<file path="src/rtl/game_pkg.sv">
//------------------------------------------------------------------------------
// Module      : game_pkg
// Description : Shared coordinate, bolt-slot and colour definitions.
// Revision    : 1.0 - initial release
//------------------------------------------------------------------------------
`default_nettype none

package game_pkg;

  typedef logic [10:0] coord_t;

  typedef struct packed {
    logic   active;
    coord_t x;
    coord_t y;
  } bolt_slot_t;

  localparam logic [7:0] c_RGB_BLACK  = 8'h00;
  localparam logic [7:0] c_RGB_YELLOW = 8'hFC;

  localparam int c_BOLT_MAX_DEFAULT = 4;

endpackage

`default_nettype wire

</file>
<file path="src/rtl/bolt_hit_test.sv">
//------------------------------------------------------------------------------
// Module      : bolt_hit_test
// Description : Combinational rectangle test of one bolt slot against the scan pixel.
// Revision    : 1.0 - initial release
//------------------------------------------------------------------------------
`default_nettype none

module bolt_hit_test
  import game_pkg::*;
#(
  parameter int BOLT_W = 2,
  parameter int BOLT_H = 8
) (
  input  bolt_slot_t slot,
  input  coord_t     pixelX,
  input  coord_t     pixelY,
  output logic       hit
);

  coord_t w_dx;
  coord_t w_dy;

  // Unsigned wrap makes a pixel left of / above the bolt look huge, so it fails.
  always_comb begin
    w_dx = pixelX - slot.x;
    w_dy = pixelY - slot.y;
    hit  = slot.active && (w_dx < coord_t'(BOLT_W)) && (w_dy < coord_t'(BOLT_H));
  end

endmodule

`default_nettype wire

</file>
<file path="src/rtl/player_bolts_drawer.sv">
//------------------------------------------------------------------------------
// Module      : player_bolts_drawer
// Description : Spawns, moves, retires and renders the player's bolts.
// Revision    : 1.0 - initial release
//------------------------------------------------------------------------------
`default_nettype none

module player_bolts_drawer
  import game_pkg::*;
#(
  parameter int         BOLT_MAX   = c_BOLT_MAX_DEFAULT,
  parameter int         BOLT_W     = 2,
  parameter int         BOLT_H     = 8,
  parameter int         SPEED      = 4,
  parameter int         PLR_W      = 32,
  parameter int         COOLDOWN   = 10,
  parameter logic [7:0] BOLT_COLOR = c_RGB_YELLOW
) (
  input  logic       clk,
  input  logic       resetN,
  input  logic       startOfFrame,
  input  logic       fireReq,
  input  coord_t     playerX,
  input  coord_t     playerY,
  input  coord_t     pixelX,
  input  coord_t     pixelY,
  input  logic       boltHit,
  output logic       btpReq,
  output logic [7:0] btpRGB,
  output logic [3:0] boltsActive
);

  localparam int     c_SLOT_W   = (BOLT_MAX > 1) ? $clog2(BOLT_MAX) : 1;
  localparam int     c_CD_W     = (COOLDOWN > 0) ? $clog2(COOLDOWN + 1) : 1;
  localparam coord_t c_SPAWN_DX = coord_t'(PLR_W / 2 - BOLT_W / 2);
  localparam coord_t c_SPEED    = coord_t'(SPEED);
  localparam coord_t c_BOLT_H   = coord_t'(BOLT_H);
  localparam logic [c_CD_W-1:0] c_COOLDOWN = c_CD_W'(COOLDOWN);

  bolt_slot_t            r_slots     [BOLT_MAX];
  bolt_slot_t            w_slots_nxt [BOLT_MAX];
  logic                  r_pending;
  logic                  w_pending_nxt;
  logic                  w_pend_in;
  logic [c_CD_W-1:0]     r_cooldown;
  logic [c_CD_W-1:0]     w_cooldown_nxt;
  logic [c_SLOT_W-1:0]   r_hitSlot;
  logic                  r_btpReq;
  logic [7:0]            r_btpRGB;
  logic [3:0]            r_boltsActive;
  logic                  w_spawned;
  logic                  w_free_found;
  logic [c_SLOT_W-1:0]   w_free_idx;
  coord_t                w_spawn_y;
  logic [BOLT_MAX-1:0]   w_hits;
  logic                  w_any_hit;
  logic [c_SLOT_W-1:0]   w_win_idx;
  logic [3:0]            w_count;

  // Slot update: kill, then move/retire, then spawn into the lowest free slot.
  always_comb begin
    w_slots_nxt    = r_slots;
    w_pend_in      = r_pending | (fireReq && (r_cooldown == '0));
    w_pending_nxt  = w_pend_in;
    w_cooldown_nxt = r_cooldown;
    w_spawned      = 1'b0;
    w_free_found   = 1'b0;
    w_free_idx     = '0;
    w_spawn_y      = (playerY >= c_BOLT_H) ? (playerY - c_BOLT_H) : '0;

    if (boltHit && r_btpReq) begin
      w_slots_nxt[r_hitSlot].active = 1'b0;
    end

    if (startOfFrame) begin
      for (int i = 0; i < BOLT_MAX; i++) begin
        if (w_slots_nxt[i].active) begin
          if (w_slots_nxt[i].y >= c_SPEED) begin
            w_slots_nxt[i].y = w_slots_nxt[i].y - c_SPEED;
          end else begin
            w_slots_nxt[i].active = 1'b0;
          end
        end
      end

      for (int i = BOLT_MAX - 1; i >= 0; i--) begin
        if (!w_slots_nxt[i].active) begin
          w_free_found = 1'b1;
          w_free_idx   = c_SLOT_W'(i);
        end
      end

      if (w_pend_in) begin
        w_pending_nxt = 1'b0;
        if (w_free_found) begin
          w_slots_nxt[w_free_idx].active = 1'b1;
          w_slots_nxt[w_free_idx].x      = playerX + c_SPAWN_DX;
          w_slots_nxt[w_free_idx].y      = w_spawn_y;
          w_cooldown_nxt                 = c_COOLDOWN;
          w_spawned                      = 1'b1;
        end
      end

      if (!w_spawned && (r_cooldown != '0)) begin
        w_cooldown_nxt = r_cooldown - 1'b1;
      end
    end
  end

  generate
    for (genvar g = 0; g < BOLT_MAX; g++) begin : g_hit
      bolt_hit_test #(
        .BOLT_W (BOLT_W),
        .BOLT_H (BOLT_H)
      ) u_hit (
        .slot   (r_slots[g]),
        .pixelX (pixelX),
        .pixelY (pixelY),
        .hit    (w_hits[g])
      );
    end
  endgenerate

  always_comb begin
    w_any_hit = |w_hits;
    w_win_idx = '0;
    for (int i = BOLT_MAX - 1; i >= 0; i--) begin
      if (w_hits[i]) begin
        w_win_idx = c_SLOT_W'(i);
      end
    end
  end

  always_comb begin
    w_count = '0;
    for (int i = 0; i < BOLT_MAX; i++) begin
      if (r_slots[i].active) begin
        w_count = w_count + 4'd1;
      end
    end
  end

  always_ff @(posedge clk or negedge resetN) begin
    if (!resetN) begin
      for (int i = 0; i < BOLT_MAX; i++) begin
        r_slots[i] <= '0;
      end
      r_pending     <= 1'b0;
      r_cooldown    <= '0;
      r_hitSlot     <= '0;
      r_btpReq      <= 1'b0;
      r_btpRGB      <= c_RGB_BLACK;
      r_boltsActive <= '0;
    end else begin
      for (int i = 0; i < BOLT_MAX; i++) begin
        r_slots[i] <= w_slots_nxt[i];
      end
      r_pending     <= w_pending_nxt;
      r_cooldown    <= w_cooldown_nxt;
      r_hitSlot     <= w_win_idx;
      r_btpReq      <= w_any_hit;
      r_btpRGB      <= w_any_hit ? BOLT_COLOR : c_RGB_BLACK;
      r_boltsActive <= w_count;
    end
  end

  assign btpReq      = r_btpReq;
  assign btpRGB      = r_btpRGB;
  assign boltsActive = r_boltsActive;

endmodule

`default_nettype wire

</file>
<file path="config.mk">
export PLATFORM = sky130hd
export DESIGN_NAME = player_bolts_drawer
export DESIGN_NICKNAME = d
export VERILOG_FILES = /design/src/rtl/game_pkg.sv /design/src/rtl/bolt_hit_test.sv /design/src/rtl/player_bolts_drawer.sv
export SDC_FILE = /design/constraint.sdc
export NUM_CORES = 1
export LEC_CHECK = 0
export CORE_ASPECT_RATIO = 1.5
export CORE_MARGIN = 10
export CORE_UTILIZATION = 56
export DETAILED_ROUTE_END_ITERATION = 16
export PLACE_DENSITY_LB_ADDON = 0.12
export SYNTH_ARGS = -nofsm -noshare
export SYNTH_HDL_FRONTEND = slang
export SYNTH_HIERARCHICAL = 1
export SYNTH_SLANG_ARGS = --single-unit
</file>
<file path="constraint.sdc">
create_clock -name clk -period 3.3 [get_ports clk]
set_input_delay 0.66 -clock clk [delete_from_list [all_inputs] [get_ports clk]]
set_output_delay 0.66 -clock clk [all_outputs]
set_load 0.05 [all_outputs]
</file>
---- Word-level counts from Yosys, hierarchy flattened ----
Index checks and enable logic that the tools add are counted.
storage, ports and cells
  register bits ........................... 112
  input port bits ......................... 49
  output and inout port bits .............. 13
  word-level logic and storage cells ...... 143
operators by class
  add/sub/neg operators ................... 18
  order comparisons ....................... 17
  muxes and demuxes ....................... 67
  bitwise operators ....................... 3
  reductions and logical operators ........ 20
operator list
  operator                                               number
  bitwise mux 92 bit                                     4
  two-way mux 92 bit                                     4
  demux 23 bit (select 2 bit)                            4
  two-way mux 11 bit                                     14
  subtractor 11 bit                                      8
  two-way mux 23 bit                                     2
  >= comparator 11 x 3 -> 1 bit (second input constant)  4
  < comparator 11 x 2 -> 1 bit (second input constant)   4
  < comparator 11 x 4 -> 1 bit (second input constant)   4
  subtractor 11 x 3 -> 11 bit (second input constant)    4
  two-way mux 4 bit                                      6
  two-way mux 1 bit                                      22
  two-way mux 22 bit                                     1
  two-way mux 2 bit                                      9
  logical AND 1 bit                                      13
  adder 4 x 1 -> 4 bit (second input constant)           3
  adder 11 x 4 -> 11 bit (second input constant)         1
  >= comparator 11 x 4 -> 1 bit (second input constant)  1
  subtractor 11 x 4 -> 11 bit (second input constant)    1
  two-way mux 8 bit                                      1
  >= comparator 3 bit (second input constant)            2
  < comparator 3 x 1 -> 1 bit (second input constant)    2
  NOT 2 -> 3 bit                                         2
  zero test 4 bit                                        1
  other kinds (7)                                        8

---- Logic depth before layout (Yosys ltp) ----
  word-level depth ........................ 27
  gate-level depth with buffers ........... 12
  mapped depth without buffers ............ 12

---- Hierarchy ----
Netlist, hierarchy kept.
modules (own cells, without submodules)
  module                              instances  cells an instance  area an instance (um^2)  seq. area each (um^2)
  player_bolts_drawer                 1          599                5509.0                   2602.5
  bolt_hit_test (g_hit[0].u_hit ...)  3          134                982.2                    0.0
  bolt_hit_test (g_hit[2].u_hit)      1          129                908.4                    0.0

---- Worst setup path after synthesis ----
OpenSTA, ideal clock, no wires.
  kind .................................... in2reg
  start ................................... input pixelX[0]
  end ..................................... register r_hitSlot[1]
  setup time .............................. 0.086 ns
  arrival time ............................ 3.235 ns
  required time ........................... 3.214 ns
  setup slack ............................. -0.021 ns
  stages .................................. 11
  path buffers ............................ 0
  cells stage by stage .................... nand2b_1 -> fa_1 -> xnor2_1 -> o2111ai_1 -> a2111o_1 -> a311oi_1 -> nand4_1 -> or4_4 -> a2111oi_2 -> nor2_1 -> nor3_1
on the way
  longest elaborated chain between the ends .. 8
RTL lines
  element                          RTL line                    source
  from (decl)                      player_bolts_drawer.sv:25   input coord_t pixelX,
  subtractor 11 bit                bolt_hit_test.sv:25         w_dx = pixelX - slot.x;
  < comparator 11 x 2 -> 1 bit     bolt_hit_test.sv:27         hit = slot.active && (w_dx < coord_t'(BOLT_W)) && (w_dy < coord_t'(BOLT_H));
  logical AND 1 bit (2 in series)  bolt_hit_test.sv:27
  named net w_hits[3]              player_bolts_drawer.sv:55   logic [BOLT_MAX-1:0] w_hits;
  two-way mux 2 bit (4 in series)  player_bolts_drawer.sv:128  if (w_hits[i]) begin
  named net w_win_idx[1]           player_bolts_drawer.sv:57   logic [c_SLOT_W-1:0] w_win_idx;
  to (signal assigned)             player_bolts_drawer.sv:160  r_hitSlot <= w_win_idx;
  to (decl)                        player_bolts_drawer.sv:47   logic [c_SLOT_W-1:0] r_hitSlot;
The timed path passes the listed nets, and every way through them passes these cells.
A chain may end at the register's enable or synchronous reset.

---- Final worst setup path ----
  start ................................... input pixelX[1]
  end ..................................... register r_hitSlot[0]
RTL lines
  element                          RTL line
  subtractor 11 bit                bolt_hit_test.sv:25
  < comparator 11 x 2 -> 1 bit     bolt_hit_test.sv:27
  logical AND 1 bit (2 in series)  bolt_hit_test.sv:27
  named net w_hits[1]              player_bolts_drawer.sv:55
  two-way mux 2 bit (2 in series)  player_bolts_drawer.sv:128
  named net w_win_idx[0]           player_bolts_drawer.sv:57
The timed path passes the listed nets, and every way through them passes these cells.

==> impl_metrics.py <==
metrics = {
    "run_status": {
        "status": "finished, final reports clean",
    },
    "place": {
        "place_inst": 1521,
        "place_area_sq_um": 11300,
        "gp_congestion": 0.972,
        "place.detailed.hpwl_mm": 23.5,
        "portBuffers": 59,
    },
    "power_and_ir_drop": {
        "vdd_drop_max_uv": 390,
        "p_leak_nw": 5.33,
        "p_per_area_nw_per_um2": 797,
    },
    "sta": {
        "fin_skew_ns": 0.00859,
        "setup_violations": 0,
        "maxSlewViolCount": 0,
        "whs_ns": 0.381,
        "max_slew_margin_pct": 52.4,
        "post-route-period-util_pct": 97.7,
        "fmax_ghz": 0.310,
        "hold_violations": 0,
        "min_period_ns": 3.22,
        "tightestPinTransition_ns": 0.709,
    },
    "yosys": {
        "yosys_warnings": 6,
        "ys_seq_area_share_pct": 27.8,
        "syn_inst": 1130,
        "ys.flop_type": "dfrtp_1",
        "postSynthAreaPerCell_sq_um": 8.29,
        "ys_ff_latch": 104,
        "ys_types": 88,
        "synth-async-reset-ratio_pct": 100,
        "synth_edf_count": 0,
        "syn-cell-area_sq_um": 9360,
    },
    "route": {
        "initialDrtViolationCount": 564,
        "ant_nets": 0,
        "routed_wl_mm": 29.8,
        "num_vias": 9393,
        "vias_per_cell": 6.10,
        "first_pass_iters": 6,
        "wl_per_cell_microns": 19.4,
        "drc": 0,
    },
    "setup_path": {
        "rr_endpoint": "r_hitSlot[1]",
        "critical_path_class": "input port to flop",
        "worstPathRequired_ns": 3.59,
        "r2r_slack_ns": 0.16,
        "ff2ff_path_depth": 10,
        "end_kind": "flop",
        "cp.arrival_ns": 3.51,
        "start_kind": "input port",
        "regToRegStartpoint": "r_slots[12]",
        "cp_max_fo": 6,
    },
    "global_routing": {
        "antenna_found_initial": 0,
        "grt_usage_pct": 25.8,
        "grt_pass1_wl_mm": 47.1,
        "grt_max_degree": 105,
        "grt_pass1_vias": 9445,
        "overflow": 0,
    },
    "floorplanning": {
        "die_h_microns": 178,
        "coreArea_sq_um": 16300,
        "die_w_microns": 126,
        "row_count": 57,
        "io_pins": 62,
        "initial_utilization_pct": 57.3,
        "dieArea_sq_um": 22400,
    },
    "cts": {
        "root_buffer": "clkbuf_16",
        "clock_latency_ns": 0.36,
        "cts_sinks": 104,
        "htreeDepth": 3,
        "cts_tree": "done",
        "numCtsBuffers": 9,
        "path_clk_slew_ns": 0.07,
        "clockBufferDepth": 2,
        "ctsHoldBuffers": 0,
    },
    "final_layout": {
        "finalNetCount": 1468,
        "final_area_sq_um": 11800,
        "insertedDiodeCount": 0,
        "fin_util_pct": 72.4,
        "drive_gt1_share_pct": 20.7,
        "finalNonFillerCells": 1540,
        "area_delta_synth_final_pct": 26.3,
        "mostFrequentLayoutCells": "buf_4, inv_1, nand2_1, dfrtp_1, o21ai_0",
        "layout_commonest_cell": "buf_4",
    },
    "job": {
        "drv_cap": 0,
    },
    "hold_path": {
        "hp-class": "input port to async pin",
    },
}
-- per-layer routing --
metal | up-vias | track usage [%] | routed length [microns]
met3 | 112 | 3.51 | 1190
met5 | - | 0 | 0
li1 | 4554 | - | -
met1 | 4414 | 27.0 | 11500
met4 | 0 | 18.4 | 2130
met2 | 313 | 46.7 | 15000
-- registers in the layout (all words and copies together), names as in the netlist --
signal and cells:
boltsActive 4, btpRGB 1, r_cooldown 4, r_hitSlot 2, r_pending 1, r_slots 92
-- power breakdown --
group	leakage [nW]	total (mW)	switching, mW	internal, mW
Sequential	1.30	2.31	0.532	1.78
Clock	0.141	1.06	0.517	0.544
Combinational	3.88	6.05	3.13	2.92
-- worst max path at each step --
stage	from	end	slack [ns]	depth (start not counted)
after floorplan	pixelX[0]	r_hitSlot[0]	0.001	11
after global placement	pixelX[0]	r_hitSlot[0]	-0.77	13
after detailed placement	pixelX[0]	r_hitSlot[0]	-0.86	13
after CTS	pixelY[6]	r_hitSlot[0]	0.01	11
after global routing	pixelX[0]	r_hitSlot[0]	-0.01	13
final	pixelX[1]	r_hitSlot[0]	0.08	13
-- final cells by class --
class	instances	area (sq um)
clock inverters	6	50.0
inverters	126	473
well taps	206	258
clock buffers	10	239
repair buffers	221	1810
multi-input cells	867	6390
flip-flops and latches	104	2600
fillers	1336	4500
-- Yosys cell counts, types with 7 or more instances --
cell         n  area (sq um)
a2111oi_0    7          61.3
a211oi_1    10          75.1
a21o_1      16           120
a21oi_1     48           240
a221oi_1     7          61.3
a22oi_1     14           105
a31o_2       8          70.1
a31oi_1     13          81.3
a32oi_1      8          70.1
and3_1      12          75.1
buf_2        9          45.0
buf_4        8          60.1
clkbuf_1    15          56.3
dfrtp_1    104          2600
ha_1        86          1080
inv_1      126           473
mux2i_1      7          70.1
nand2_1    123           462
nand2b_1    19           119
nand3_1     21           105
nand3b_1     7          52.6
nand4_1     22           138
nor2_1      41           154
nor2b_1      7          43.8
nor3_1      32           160
o211ai_1    13          97.6
o21a_1      20           150
o21ai_0     96           480
o22a_1      13           114
o22ai_1      9          56.3
or3b_1       7          61.3
or4_1        7          52.6
xnor2_1     30           263
xor2_1      19           166
-- worst max-delay path, stage by stage --
cell and delay (ns):
clkbuf_2 0.09, buf_6 0.14, fa_2 0.42, xnor2_2 0.19, o2111ai_2 0.12, a2111o_1 0.42, a311oi_2 0.31, nand4_1 0.13
or4_4 0.45, a2111oi_4 0.27, buf_4 0.18, a21oi_2 0.03, nor2_1 0.10
-- what timing repair did --
item                                    4_1_cts  5_1_grt
buffers inserted                              0        3
pin swaps                                    17       20
resized for setup                            31       46
endpoints found under the setup margin        3        3
-- cells by family after synthesis --
family,Yosys count,share of synthesized area (%)
and+or+nand+nor,364,21.1
AOI/OAI and AO/OA,352,26.0
buffers and inverters,161,7.14
DFF,104,27.8
adders and majority gates,90,12.3
xor gates and xnor gates,49,4.58
muxes,9,0.989
other,1,0.0400
-- per-stage QoR --
step | setup WS [ns] | TNS (ns) | power [mW]
floorplan | 0.000951 | 0 | 5.98
global placement | -0.775 | -2.28 | 7.90
detailed placement | -0.860 | -2.50 | 8.03
CTS | 0.0142 | 0 | 9.22
global route | -0.0131 | -0.0132 | 10.2
finish | 0.0764 | 0 | 9.42
No activity file was read; power rests on OpenSTA's default activity.
